[config.mk]
export PLATFORM = sky130hd
export DESIGN_NAME = comparator_flat
export DESIGN_NICKNAME = d
export VERILOG_FILES = /design/src/rtl/cpu_pkg.sv /design/src/rtl/comparator_if.sv /design/src/rtl/comp_slice.sv /design/src/rtl/comparator.sv /design/src/flat_wrapper.sv
export SDC_FILE = /design/constraint.sdc
export NUM_CORES = 1
export LEC_CHECK = 0
export CORE_MARGIN = 3
export CORE_UTILIZATION = 39
export CTS_BUF_LIST = sky130_fd_sc_hd__clkbuf_2
export CTS_CLUSTER_DIAMETER = 80
export DETAILED_ROUTE_END_ITERATION = 12
export PLACE_DENSITY = 0.86
export SLEW_MARGIN = 20
export SYNTH_ARGS = -nofsm -noshare
export SYNTH_HDL_FRONTEND = slang
export SYNTH_SLANG_ARGS = --single-unit
[constraint.sdc]
create_clock -name clk -period 0.9 [get_ports clk]
set_input_delay 0.18 -clock clk [delete_from_list [all_inputs] [get_ports clk]]
set_output_delay 0.18 -clock clk [all_outputs]
set_load 0.05 [all_outputs]
[src/rtl/cpu_pkg.sv]
`default_nettype none
// +----------------------------------------------------------------------+
// | cpu_pkg                                                              |
// | Shared datapath width, comparator result type and slice helpers.     |
// | Revision: 1.0                                                        |
// +----------------------------------------------------------------------+
package cpu_pkg;

  localparam int XLEN    = 16;
  localparam int SLICE_W = 4;

  typedef struct packed {
    logic eq;
    logic gt;
    logic lt;
  } cmp_res_t;

  // Number of SLICE_W-wide slices needed to cover a width, rounded up.
  function automatic int num_slices(input int width);
    return (width + SLICE_W - 1) / SLICE_W;
  endfunction

endpackage
`default_nettype wire

[src/rtl/comparator_if.sv]
`default_nettype none
// +----------------------------------------------------------------------+
// | comparator_if                                                        |
// | Operand/result bundle between the issue logic and the comparator.    |
// | Revision: 1.0                                                        |
// +----------------------------------------------------------------------+
interface comparator_if
  import cpu_pkg::*;
#(
  parameter int N = XLEN
) ();

  logic [N-1:0] rs1;
  logic [N-1:0] rs2;
  logic         is_signed;
  logic         valid_in;
  logic         eq;
  logic         gt;
  logic         lt;
  logic         valid_out;

  modport master (
    output rs1, rs2, is_signed, valid_in,
    input  eq, gt, lt, valid_out
  );

  modport slave (
    input  rs1, rs2, is_signed, valid_in,
    output eq, gt, lt, valid_out
  );

endinterface
`default_nettype wire

[src/rtl/comp_slice.sv]
`default_nettype none
// +----------------------------------------------------------------------+
// | comp_slice                                                           |
// | 4-bit unsigned comparator leaf producing equal and greater-than.     |
// | Revision: 1.0                                                        |
// +----------------------------------------------------------------------+
module comp_slice
  import cpu_pkg::*;
(
  input  wire  [SLICE_W-1:0] a,
  input  wire  [SLICE_W-1:0] b,
  output logic               eq,
  output logic               gt
);

  assign eq = (a == b);
  assign gt = (a > b);

endmodule
`default_nettype wire

[src/rtl/comparator.sv]
`default_nettype none
// +----------------------------------------------------------------------+
// | comparator                                                           |
// | Registered N-bit magnitude comparator, unsigned or two's complement. |
// | Revision: 1.0                                                        |
// +----------------------------------------------------------------------+
module comparator
  import cpu_pkg::*;
#(
  parameter int N = XLEN
) (
  input  wire         clk,
  input  wire         rst,
  comparator_if.slave bus
);

  localparam int NS = num_slices(N);
  localparam int LV = (NS > 1) ? $clog2(NS) : 0;
  localparam int NP = 1 << LV;
  localparam int PW = NS * SLICE_W;

  logic [PW-1:0]   a_pad;
  logic [PW-1:0]   b_pad;
  logic [NS-1:0]   slice_eq;
  logic [NS-1:0]   slice_gt;
  logic [2*NP-2:0] tree_eq;
  logic [2*NP-2:0] tree_gt;
  cmp_res_t        core_res;
  cmp_res_t        res_d;
  cmp_res_t        res_q;
  logic            valid_d;
  logic            valid_q;

  // Zero-extension keeps the unsigned order when N is not a multiple of 4.
  assign a_pad = PW'(bus.rs1);
  assign b_pad = PW'(bus.rs2);

  generate
    for (genvar i = 0; i < NS; i++) begin : g_slice
      comp_slice u_slice (
        .a  (a_pad[i*SLICE_W +: SLICE_W]),
        .b  (b_pad[i*SLICE_W +: SLICE_W]),
        .eq (slice_eq[i]),
        .gt (slice_gt[i])
      );
    end
  endgenerate

  // Heap-ordered tree: node k has children 2k+1 (more significant) and
  // 2k+2. Leaves are placed so slice 0 lands on the right-most leaf; unused
  // leaves report equal so they never override a real slice.
  always_comb begin
    tree_eq = '1;
    tree_gt = '0;
    for (int i = 0; i < NS; i++) begin
      tree_eq[2*NP-2-i] = slice_eq[i];
      tree_gt[2*NP-2-i] = slice_gt[i];
    end
    for (int k = NP - 2; k >= 0; k--) begin
      tree_eq[k] = tree_eq[2*k+1] & tree_eq[2*k+2];
      tree_gt[k] = tree_eq[2*k+1] ? tree_gt[2*k+2] : tree_gt[2*k+1];
    end
  end

  // With equal sign bits the unsigned order of the full words matches the
  // order of the low N-1 bits, so only differing signs need correcting.
  always_comb begin
    core_res = '0;
    if (tree_eq[0]) begin
      core_res.eq = 1'b1;
    end else if (bus.is_signed && (bus.rs1[N-1] != bus.rs2[N-1])) begin
      core_res.gt = bus.rs2[N-1];
      core_res.lt = bus.rs1[N-1];
    end else begin
      core_res.gt = tree_gt[0];
      core_res.lt = ~tree_gt[0];
    end
  end

  always_comb begin
    res_d   = bus.valid_in ? core_res : res_q;
    valid_d = bus.valid_in;
  end

  always_ff @(posedge clk or posedge rst) begin
    if (rst) begin
      res_q   <= '0;
      valid_q <= 1'b0;
    end else begin
      res_q   <= res_d;
      valid_q <= valid_d;
    end
  end

  assign bus.eq        = res_q.eq;
  assign bus.gt        = res_q.gt;
  assign bus.lt        = res_q.lt;
  assign bus.valid_out = valid_q;

endmodule
`default_nettype wire

[src/flat_wrapper.sv]
// flat-port wrapper written by rule: the top's interface ports become plain ports
module comparator_flat import cpu_pkg::*;
#(
  parameter int N = XLEN
)
  (clk, rst, bus_rs1, bus_rs2, bus_is_signed, bus_valid_in, bus_eq, bus_gt, bus_lt, bus_valid_out);
  comparator_if #(.N(N)) bus_i ();
  input  wire clk;
  input  wire rst;
  input wire logic [$bits(bus_i.rs1)-1:0] bus_rs1;
  input wire logic [$bits(bus_i.rs2)-1:0] bus_rs2;
  input wire logic [$bits(bus_i.is_signed)-1:0] bus_is_signed;
  input wire logic [$bits(bus_i.valid_in)-1:0] bus_valid_in;
  output wire logic [$bits(bus_i.eq)-1:0] bus_eq;
  output wire logic [$bits(bus_i.gt)-1:0] bus_gt;
  output wire logic [$bits(bus_i.lt)-1:0] bus_lt;
  output wire logic [$bits(bus_i.valid_out)-1:0] bus_valid_out;
  assign bus_i.rs1 = bus_rs1;
  assign bus_i.rs2 = bus_rs2;
  assign bus_i.is_signed = bus_is_signed;
  assign bus_i.valid_in = bus_valid_in;
  assign bus_eq = bus_i.eq;
  assign bus_gt = bus_i.gt;
  assign bus_lt = bus_i.lt;
  assign bus_valid_out = bus_i.valid_out;
  comparator #(.N(N)) u_core (.clk(clk), .rst(rst), .bus(bus_i));
endmodule
==> results of run 1 <==
## repair_timing
action	in CTS
pin swaps	29
hold endpoints to repair	0
buffers inserted	4
setup endpoints to repair	7
hold buffers	0
resized for setup	151
gates cloned	0
## cells by family after synthesis
| logic type | after synthesis | synth area share |
|---|---|---|
| buf+inv | 20 | 0.1235 |
| fa+ha+maj | 16 | 0.3292 |
| compound gates | 17 | 0.2222 |
| flops | 4 | 0.1646 |
| simple gates | 16 | 0.1605 |
## through the flow
stage | util | setup TNS [ns]
after global placement | 0.8796 | -3.267
after CTS | 0.9204 | -1.548
after floorplan | - | -1.323
after detailed placement | 0.8796 | -3.460
## cells in the mapped netlist (all sizes together)
| cell type | n | area share |
|---|---|---|
| dfrtp | 4 | 0.16 |
| a211o | 2 | 0.029 |
| o21a | 2 | 0.025 |
| and4 | 2 | 0.037 |
| a21o | 1 | 0.012 |
| ha | 16 | 0.33 |
| o22ai | 2 | 0.021 |
| nor2 | 3 | 0.019 |
| o211ai | 1 | 0.021 |
| nand4 | 2 | 0.021 |
| a311o | 1 | 0.016 |
| nand3 | 1 | 0.0082 |
| o2bb2ai | 1 | 0.014 |
| inv | 20 | 0.12 |
| nand2b | 1 | 0.010 |
| a31oi | 1 | 0.010 |
| a21oi | 1 | 0.0082 |
| nand2 | 2 | 0.012 |
| a211oi | 1 | 0.012 |
| a221oi | 1 | 0.014 |
| o21ai | 1 | 0.014 |
| and3 | 2 | 0.021 |
| o31ai | 2 | 0.025 |
| nand3b | 1 | 0.012 |
| nor2b | 2 | 0.021 |
==> results.txt, run 1 <==
* Count of mapped cells out of synthesis: 73
- Once placement finished, the instance area stood at 0.001216 mm2.
- Synthesized netlist net count: 125
* Synthesis-stage register bit count: 4
- The die is 45.49 um tall.
- Unique cell type count in the Yosys netlist: 25
- Top-Level Pins: 40
- Once placement completed, the tool counted placed cells totaling 132.
* Clock H-tree levels: 1
- Average instance area after synthesis: 8.330 um2
- Run status: aborted with a tool error
- The initialized floorplan defines 13 standard-cell rows.
- Grt repair worst endpoint: u_core.bus.gt$_DFFE_PP0P_/D
- The first error in the log reads "[ERROR DPL-0038] Utilization greater than 100%, impossible to legalize".
* Count of synthesis-stage warnings from yosys: 0
- Worst End Pin Type: register input
- The run ended at 5_1_grt.
- Largest net degree at the start of global routing: 5
- Worst slack after detailed placement: -1.217 ns
- The share of the Yosys chip area taken by registers is 0.1646.
- Effective utilization at floorplan: 0.4398
- Routability-driven placement finished with a final weighted congestion of 0.7607.
- Counting along the longest clock path gives a buffer depth of 2.
- The HPWL after detailed placement is 1.762 mm.
* Master cell of the clock root buffer: clkbuf_2
- For this design, the sink count on the clock tree is 4.
* Synthesized area: 608.1 um2
- Buffers inserted during clock tree synthesis total 3.
- Horiz. Die Dim: 45.49 um
- Count of port buffers added during placement: 39
==> run 2: changes to the inputs <==
--- a/config.mk
+++ b/config.mk
@@ -5,12 +5,10 @@
 export SDC_FILE = /design/constraint.sdc
 export NUM_CORES = 1
 export LEC_CHECK = 0
-export CORE_MARGIN = 3
-export CORE_UTILIZATION = 39
-export CTS_BUF_LIST = sky130_fd_sc_hd__clkbuf_2
-export CTS_CLUSTER_DIAMETER = 80
+export CORE_AREA = 3 3 64 66
 export DETAILED_ROUTE_END_ITERATION = 12
-export PLACE_DENSITY = 0.86
+export DIE_AREA = 0 0 67 69
+export PLACE_DENSITY_LB_ADDON = 0.15
 export SLEW_MARGIN = 20
 export SYNTH_ARGS = -nofsm -noshare
 export SYNTH_HDL_FRONTEND = slang
==> run 2 against run 1 <==
Against the previous run: the flow now finishes, with violations (setup timing); synthesized cell count is the same; area after synthesis is the same.
==> results.txt, run 2 <==
- RSZ-0062 raised after global routing: true
- Crit Reg-Reg Endpoint: u_core.bus.eq
- Min-Delay Path Class: input port to asynchronous set/reset pin
- The average footprint of a synthesized cell was 8.330 um2 (unchanged).
* Type of destination of the critical path: register
* CTS max path bufs: 2 (unchanged)
- The clock tree root buffer cell was clkbuf_8 (was clkbuf_2).
- Switching share of power: 0.3168
- The floorplan step defined a core boundary enclosing 0.003633 mm2.
- Final weighted congestion of routability-driven global placement: 0.6405 (was 0.7607)
* Most area-hungry cell type in the Yosys netlist: ha_1 (unchanged)
- The final number of hold-violating endpoints was 0.
* Synthesized netlist net count: 125 (unchanged)
- Worst voltage drop across the vdd grid: 0.4181 mV
* Final wirelength: 1.813 mm
* Floorplan die height: 69 um (was 45.49 um)
* Dpl hpwl: 1.525 mm (was 1.762 mm)
- After detailed routing, the number of vias per cell comes to 4.064.
* Worst slack after detailed placement: -1.172 ns (was -1.217 ns)
* Worst Setup Start Kind: input port
- Power spread over the standard cell area amounts to 929.8 mW/mm2.
- The tool flagged a number of max-cap violations equal to 0.
- The instance count of the mapped netlist was 73 (unchanged).
* Endpoint required time on the critical path: 1.05 ns
* Highest clock rate: 764.0 MHz
* Initial antenna violation count: 0
* Slack of the worst reg-to-reg path: 0.10 ns
- Violated checks: setup timing
* Share of synthesized registers carrying an async set or reset: 1.000 (unchanged)
- The netlist area before placement is 608.1 um2 (unchanged).
- Number of antenna diodes: 0
* Largest cells by area after synthesis: ha_1, dfrtp_1, inv_1 (unchanged)
* Sum of overflow across all layers after global routing: 0
* Area fraction of the dominant cell type after synthesis: 0.3292 (unchanged)
- Between clock sinks in the finished design, the worst skew comes to 0 ns.
- The cell with the most instances after synthesis is inv_1 (unchanged).
- Entering global routing, the biggest net connects 5 pins.
* Area of the die: 0.004623 mm2
- Run status: complete, but fails checks (was aborted with a tool error).
* Average wire per cell in the routed design: 10.54 um
- Part of the Yosys area used for sequential elements: 0.1646 (unchanged)
- GRT Total Usage: 0.08436
* Wire length of the first global-routing pass: 3.049 mm
- Top-Level Pins: 40 (unchanged)
- Count of synthesis-stage warnings from yosys: 0 (unchanged)
* Highest routed metal layer: met4
- Biggest fanout along the worst timing path: 3
- Internal cell power: 887.8 uW
- In the layout the commonest cells are buf_2, ha_4, buf_6.
- Routed length on met2: 931 um
* Overall power consumption: 1.299 mW
* Count of nets after finishing: 178
- Transition at the pin with the smallest max-transition slack: 0.2078 ns
- Number of vias after detailed routing: 699
- Category of the most critical setup path: input port to register
- Smallest setup slack after layout: -0.4090 ns
- Tmin final: 1.309 ns
- The number of enable-type register cells in the synthesized netlist came to 0 (unchanged).
- Leakage power figure: 0.6298 nW
- Post-CTS Hold Buffers: 0 (unchanged)
- Commonest cells in the synthesized netlist: inv_1, ha_1, dfrtp_1 (unchanged).
- Sw Pwr: 411.6 uW
- Floorplan row count: 22 (was 13)
- In this run the tightest slew margin relative to its limit is 0.8603.
- Length of routed wiring on met1: 713 um
- Comb power frac: 0.537
- The first detailed-routing pass took 2 iterations.
* Vias in the first global route: 747
- Pins over their slew limit: 0
- After the first detailed-routing iteration, the DRC count stood at 7.
- The number of distinct library cell variants in the gate-level netlist after synthesis came to 25 (unchanged).
- Post-route fraction of the period consumed by the critical path: 1.454
* Synthesis-stage register bit count: 4 (unchanged)
* Clock transition time at the flip-flop clock pins of the worst setup and hold paths: 0.03 ns
- Most common library cell in the layout ignoring fill and taps: buf_2
* Clock insertion delay at the later pin of the skew report: 0.22 ns
- DRC violation count after routing: 0
- The TritonCTS buffer count came to 3 (unchanged).
- The worst register-to-register path has a depth of 2.
- Count of port buffers added during placement: 39 (unchanged)
- Of the total power, registers draw 0.171.
- Area added between synthesis and finish: 129.8%
- Effective utilization at floorplan: 0.1674 (was 0.4398)
- The TritonCTS sink count came to 4 (unchanged).
* Fraction of power consumed by the clock network: 0.292
- Antenna-violating nets left: 0
* Fraction of final layout cells sized beyond drive strength 1: 0.7016
* Most used flip-flop cell after synthesis: dfrtp_1 (unchanged)
* Clock H-tree levels: 1 (unchanged)
- In this run the critical register-to-register path is launched from u_core.bus.eq.
- TritonCTS built the clock tree.
- After detailed routing, the met3 layer carries 148 um of wire.
* Horiz. Die Dim: 67 um (was 45.49 um)
* Setup Total Neg Slack: -1.287 ns
* Setup Viol. Count Final: 7
- Data arrival time at the worst-slack endpoint: 1.46 ns
run 2: cell counts after synthesis:
Identical to the previous run, type by type.
run 2: worst max-delay path by stage:
| stage | from | endpoint | slack, ns | cells after the start |
|---|---|---|---|---|
| 2_1_floorplan | bus_rs1[10] | u_core.bus.gt | -0.52 | 6 |
| 3_5_place_dp | bus_rs2[10] | u_core.bus.gt | -1.17 | 8 |
| 3_3_place_gp | bus_rs2[10] | u_core.bus.gt | -1.16 | 8 |
| 4_1_cts | bus_rs2[15] | u_core.bus.gt | -0.49 | 8 |
| 6_report | bus_rs2[10] | u_core.bus.gt | -0.41 | 8 |
| 5_1_grt | bus_rs2[10] | u_core.bus.gt | -0.45 | 8 |
run 2: final cells by class:
class	instances	area (um2)
clock buffers	3	41.29
fillers	382	2236
inverters	20	92.59
multi-input cells	49	658.1
flip-flops and latches	4	100.1
well taps	48	60.06
repair buffers	48	445.4
run 2: logic make-up (layout without fill, tap and decap cells):
logic type,Yosys count,count (layout),synth area share
buffers and inverters,20,71,0.1235
and+or+nand+nor,16,16,0.1605
DFF,4,4,0.1646
AOI/OAI and AO/OA,17,17,0.2222
adders and majority gates,16,16,0.3292
run 2: worst max-delay path: stages:
cell and delay (ns):
buf_8 0.10, inv_8 0.04, ha_4 0.19, and4_4 0.20, a211o_1 0.23, o2bb2ai_2 0.13
a311o_1 0.33, o21ai_2 0.06
run 2: power groups by stage:
stage	Combinational, mW	Sequential (mW)	Clock (mW)
final	0.698	0.222	0.379
after global routing	0.767	0.225	0.402
after CTS	0.698	0.222	0.390
after detailed placement	0.629	0.226	0
after global placement	0.627	0.225	0
after floorplan	0.231	0.283	0
run 2: metrics by stage:
stage                     cell area [um2]  instances  utilization  hold slack [ns]
after floorplan                     729.5         73            -         -0.05392
after global placement               1250        164       0.3440           0.3793
after detailed placement             1250        164       0.3440           0.3711
after CTS                            1383        172       0.3805           0.1476
after global routing                 1398        172       0.3846           0.1662
final                                1398        172       0.3846           0.1475
run 2: layer usage:
layer  vias up  track usage
li1        364            -
met1       306      0.08563
met2        26       0.1572
met3         3      0.02606
met4         0      0.02703
met5         -            0
run 2: what timing repair did:
action                     CTS  global route
resized for setup          153             3
setup buffers                6             0
pin swaps                   26             3
setup endpoints to repair    7             7
Note: power is estimated with default switching activity, not from simulation.
==> run 3: changes to the inputs <==
--- a/config.mk
+++ b/config.mk
@@ -5,6 +5,8 @@
 export SDC_FILE = /design/constraint.sdc
 export NUM_CORES = 1
 export LEC_CHECK = 0
+export CELL_PAD_IN_SITES_DETAIL_PLACEMENT = 1
+export CELL_PAD_IN_SITES_GLOBAL_PLACEMENT = 2
 export CORE_AREA = 3 3 64 66
 export DETAILED_ROUTE_END_ITERATION = 12
 export DIE_AREA = 0 0 67 69
==> run 3 against run 2 <==
Against the previous run: the flow still finishes with violations (setup timing); final cell count rose by 1.2%; sequential share of layout area barely moved; utilization rose by 0.21 points; critical path depth did not move; clock skew did not move; wire length rose by 4.9%; via count rose by 3.9%; sequential cell count did not move; global-route usage rose by 0.46 points; critical path type unchanged; highest routed layer unchanged.
==> results.txt, run 3 (same netlist as run 2, synthesis figures left out) <==
* Run status: complete, but fails checks (unchanged)
- Count of nets after finishing: 180 (was 178)
- The number of max-cap violations was 0 (unchanged).
- Worst clock skew on the final layout: 0 ns (unchanged)
* Number of buffers inserted during clock tree synthesis: 3 (unchanged)
- The number of inserted diodes came to 0 (unchanged).
- The post-synthesis to final-layout area growth was 131.1% (was 129.8%).
- The total power per unit cell area is 925.9 mW/mm2 (was 929.8 mW/mm2).
- The instance area after placement is 0.001250 mm2 (unchanged).
- Fraction of final layout cells sized beyond drive strength 1: 0.7143 (was 0.7016)
* Antenna-violating nets left: 0 (unchanged)
* Vias/cell: 4.172 (was 4.064)
- Post-CTS Hold Buffers: 0 (unchanged)
- Worst voltage drop across the vdd grid: 0.2713 mV (was 0.4181 mV)
- Clock H-tree levels: 1 (unchanged)
* Violated checks: setup timing (unchanged)
- Clock insertion delay at the later pin of the skew report: 0.21 ns (was 0.22 ns)
* Type of destination of the critical path: register (unchanged)
- Master cell of the clock root buffer: clkbuf_8 (unchanged)
- The least setup slack across all paths after layout came to -0.4345 ns (was -0.4090 ns).
- Floorplan die height: 69 um (unchanged)
- The number of buffers inserted by port buffering was 39 (unchanged).
- The power after layout is 1.301 mW (was 1.299 mW).
- The detailed-routing iteration count for the pre-antenna-repair pass was 2 (unchanged).
- The area of the core region is 0.003633 mm2 (unchanged).
* CTS max path bufs: 2 (unchanged)
* Final design instance area without fill: 0.001405 mm2 (was 0.001398 mm2)
- Leakage power figure: 0.6396 nW (was 0.6298 nW)
- The TritonCTS sink count came to 4 (unchanged).
* Post-route fraction of the period consumed by the critical path: 1.483 (was 1.454)
- The pin count of the biggest net entering global routing was 5 (unchanged).
- The number of slew-limit violations in the final report is 0 (unchanged).
- The detailed-route via count came to 726 (was 699).
- Biggest fanout along the worst timing path: 3 (unchanged)
- Final weighted congestion of routability-driven global placement: 0.6833 (was 0.6405)
- Top library cells by usage in the layout, fill and taps aside: ha_4, buf_6, buf_2, buf_4, inv_2 (was buf_2, ha_4, buf_6).
* Sum of overflow across all layers after global routing: 0 (unchanged)
* Final Hold Viols: 0 (unchanged)
* Horiz. Die Dim: 67 um (unchanged)
- RSZ-0062 raised after global routing: true (unchanged)
- The detailed placer's ending HPWL was 1.639 mm (was 1.525 mm).
- The number of global-route vias before repair was 802 (was 747).
- Most common library cell in the layout ignoring fill and taps: ha_4 (was buf_2)
- Average wire per cell in the routed design: 10.93 um (was 10.54 um)
- The final setup violation count came to 7 (unchanged).
- Clock transition time at the flip-flop clock pins of the worst setup and hold paths: 0.03 ns (about the same)
- Endpoint required time on the critical path: 1.04 ns (was 1.05 ns)
* Area of the die: 0.004623 mm2 (unchanged)
* Worst Setup Start Kind: input port (unchanged)
- The smallest hold slack is 0.1597 ns (was 0.1475 ns).
- Min-Delay Path Class: input port to asynchronous set/reset pin (unchanged)
- The minimum clock period after layout was 1.334 ns (was 1.309 ns).
- Data arrival time at the worst-slack endpoint: 1.48 ns (was 1.46 ns)
- Wire length of the first global-routing pass: 3.325 mm (was 3.049 mm)
* DRC violation count after routing: 0 (unchanged)
- The timing-limited maximum frequency was 749.4 MHz (was 764.0 MHz).
* Final wirelength: 1.901 mm (was 1.813 mm)
- Effective utilization at floorplan: 0.1674 (unchanged)
- Max transition margin: 0.8214 (was 0.8603)
- Transition at the pin with the smallest max-transition slack: 0.2670 ns (was 0.2078 ns)
* TritonCTS clock tree: done (unchanged)
- The number of core rows was 22 (unchanged).
- Initial antenna violation count: 0 (unchanged)
- The count of routing violations after the opening detailed-route iteration was 4 (was 7).
* GRT Total Usage: 0.08895 (was 0.08436)
* Top-Level Pins: 40 (unchanged)
- The type of the worst setup path was input port to register (unchanged).
run 3: critical path, stage by stage:
cell      delay, ns
buf_8          0.08
inv_8          0.03
ha_4           0.26
and4_4         0.24
o211ai_2       0.09
a211o_1        0.25
a311o_1        0.28
o21ai_2        0.06
run 3: final cells by class:
type	instances	area (um2)
clock buffer	3	41.29
sequential	4	100.1
fill	431	2228
timing repair buffer	50	444.2
inverter	20	95.09
multi-input combinational	49	664.4
tap	48	60.06
run 3: final timing paths:
check                                   start       endpoint  slack, ns  cells past startpoint
worst max-delay path              bus_rs2[10]  u_core.bus.gt      -0.43                      8
worst min-delay path                      rst  u_core.bus.gt       0.16                      2
worst max register to register  u_core.bus.eq  u_core.bus.eq       0.10                      2
worst min register to register  u_core.bus.lt  u_core.bus.lt       0.58                      2
max in group asynchronous                 rst  u_core.bus.eq       0.59                      2
min in group clk                  bus_rs1[15]  u_core.bus.lt       0.43                      4
run 3: routing by layer:
metal | GRT usage | wire (um) | share of wire
met1 | 0.1005 | 755 | 0.40
met2 | 0.1561 | 972 | 0.51
met3 | 0.02117 | 149 | 0.078
met4 | 0.03378 | 24 | 0.013
met5 | 0 | 0 | 0
run 3: through the flow:
stage / worst slack (ns) / TNS (ns) / util / instances
2_1_floorplan: -0.5206 / -1.323 / - / 73
3_3_place_gp: -1.167 / -3.381 / 0.3440 / 164
3_5_place_dp: -1.207 / -3.474 / 0.3440 / 164
4_1_cts: -0.5196 / -1.664 / 0.3691 / 174
5_1_grt: -0.4928 / -1.689 / 0.3867 / 174
6_report: -0.4345 / -1.371 / 0.3867 / 174
run 3: power by group:
part | switching, mW | leakage, nW | internal (mW)
clock | 0.0883 | 0.0216 | 0.285
sequential | 0.0214 | 0.0484 | 0.201
combinational | 0.301 | 0.570 | 0.404
run 3: repair_timing:
item,in CTS,in global routing
buffers inserted,7,0
pin swaps,24,16
setup endpoints to repair,7,7
resized for setup,130,25
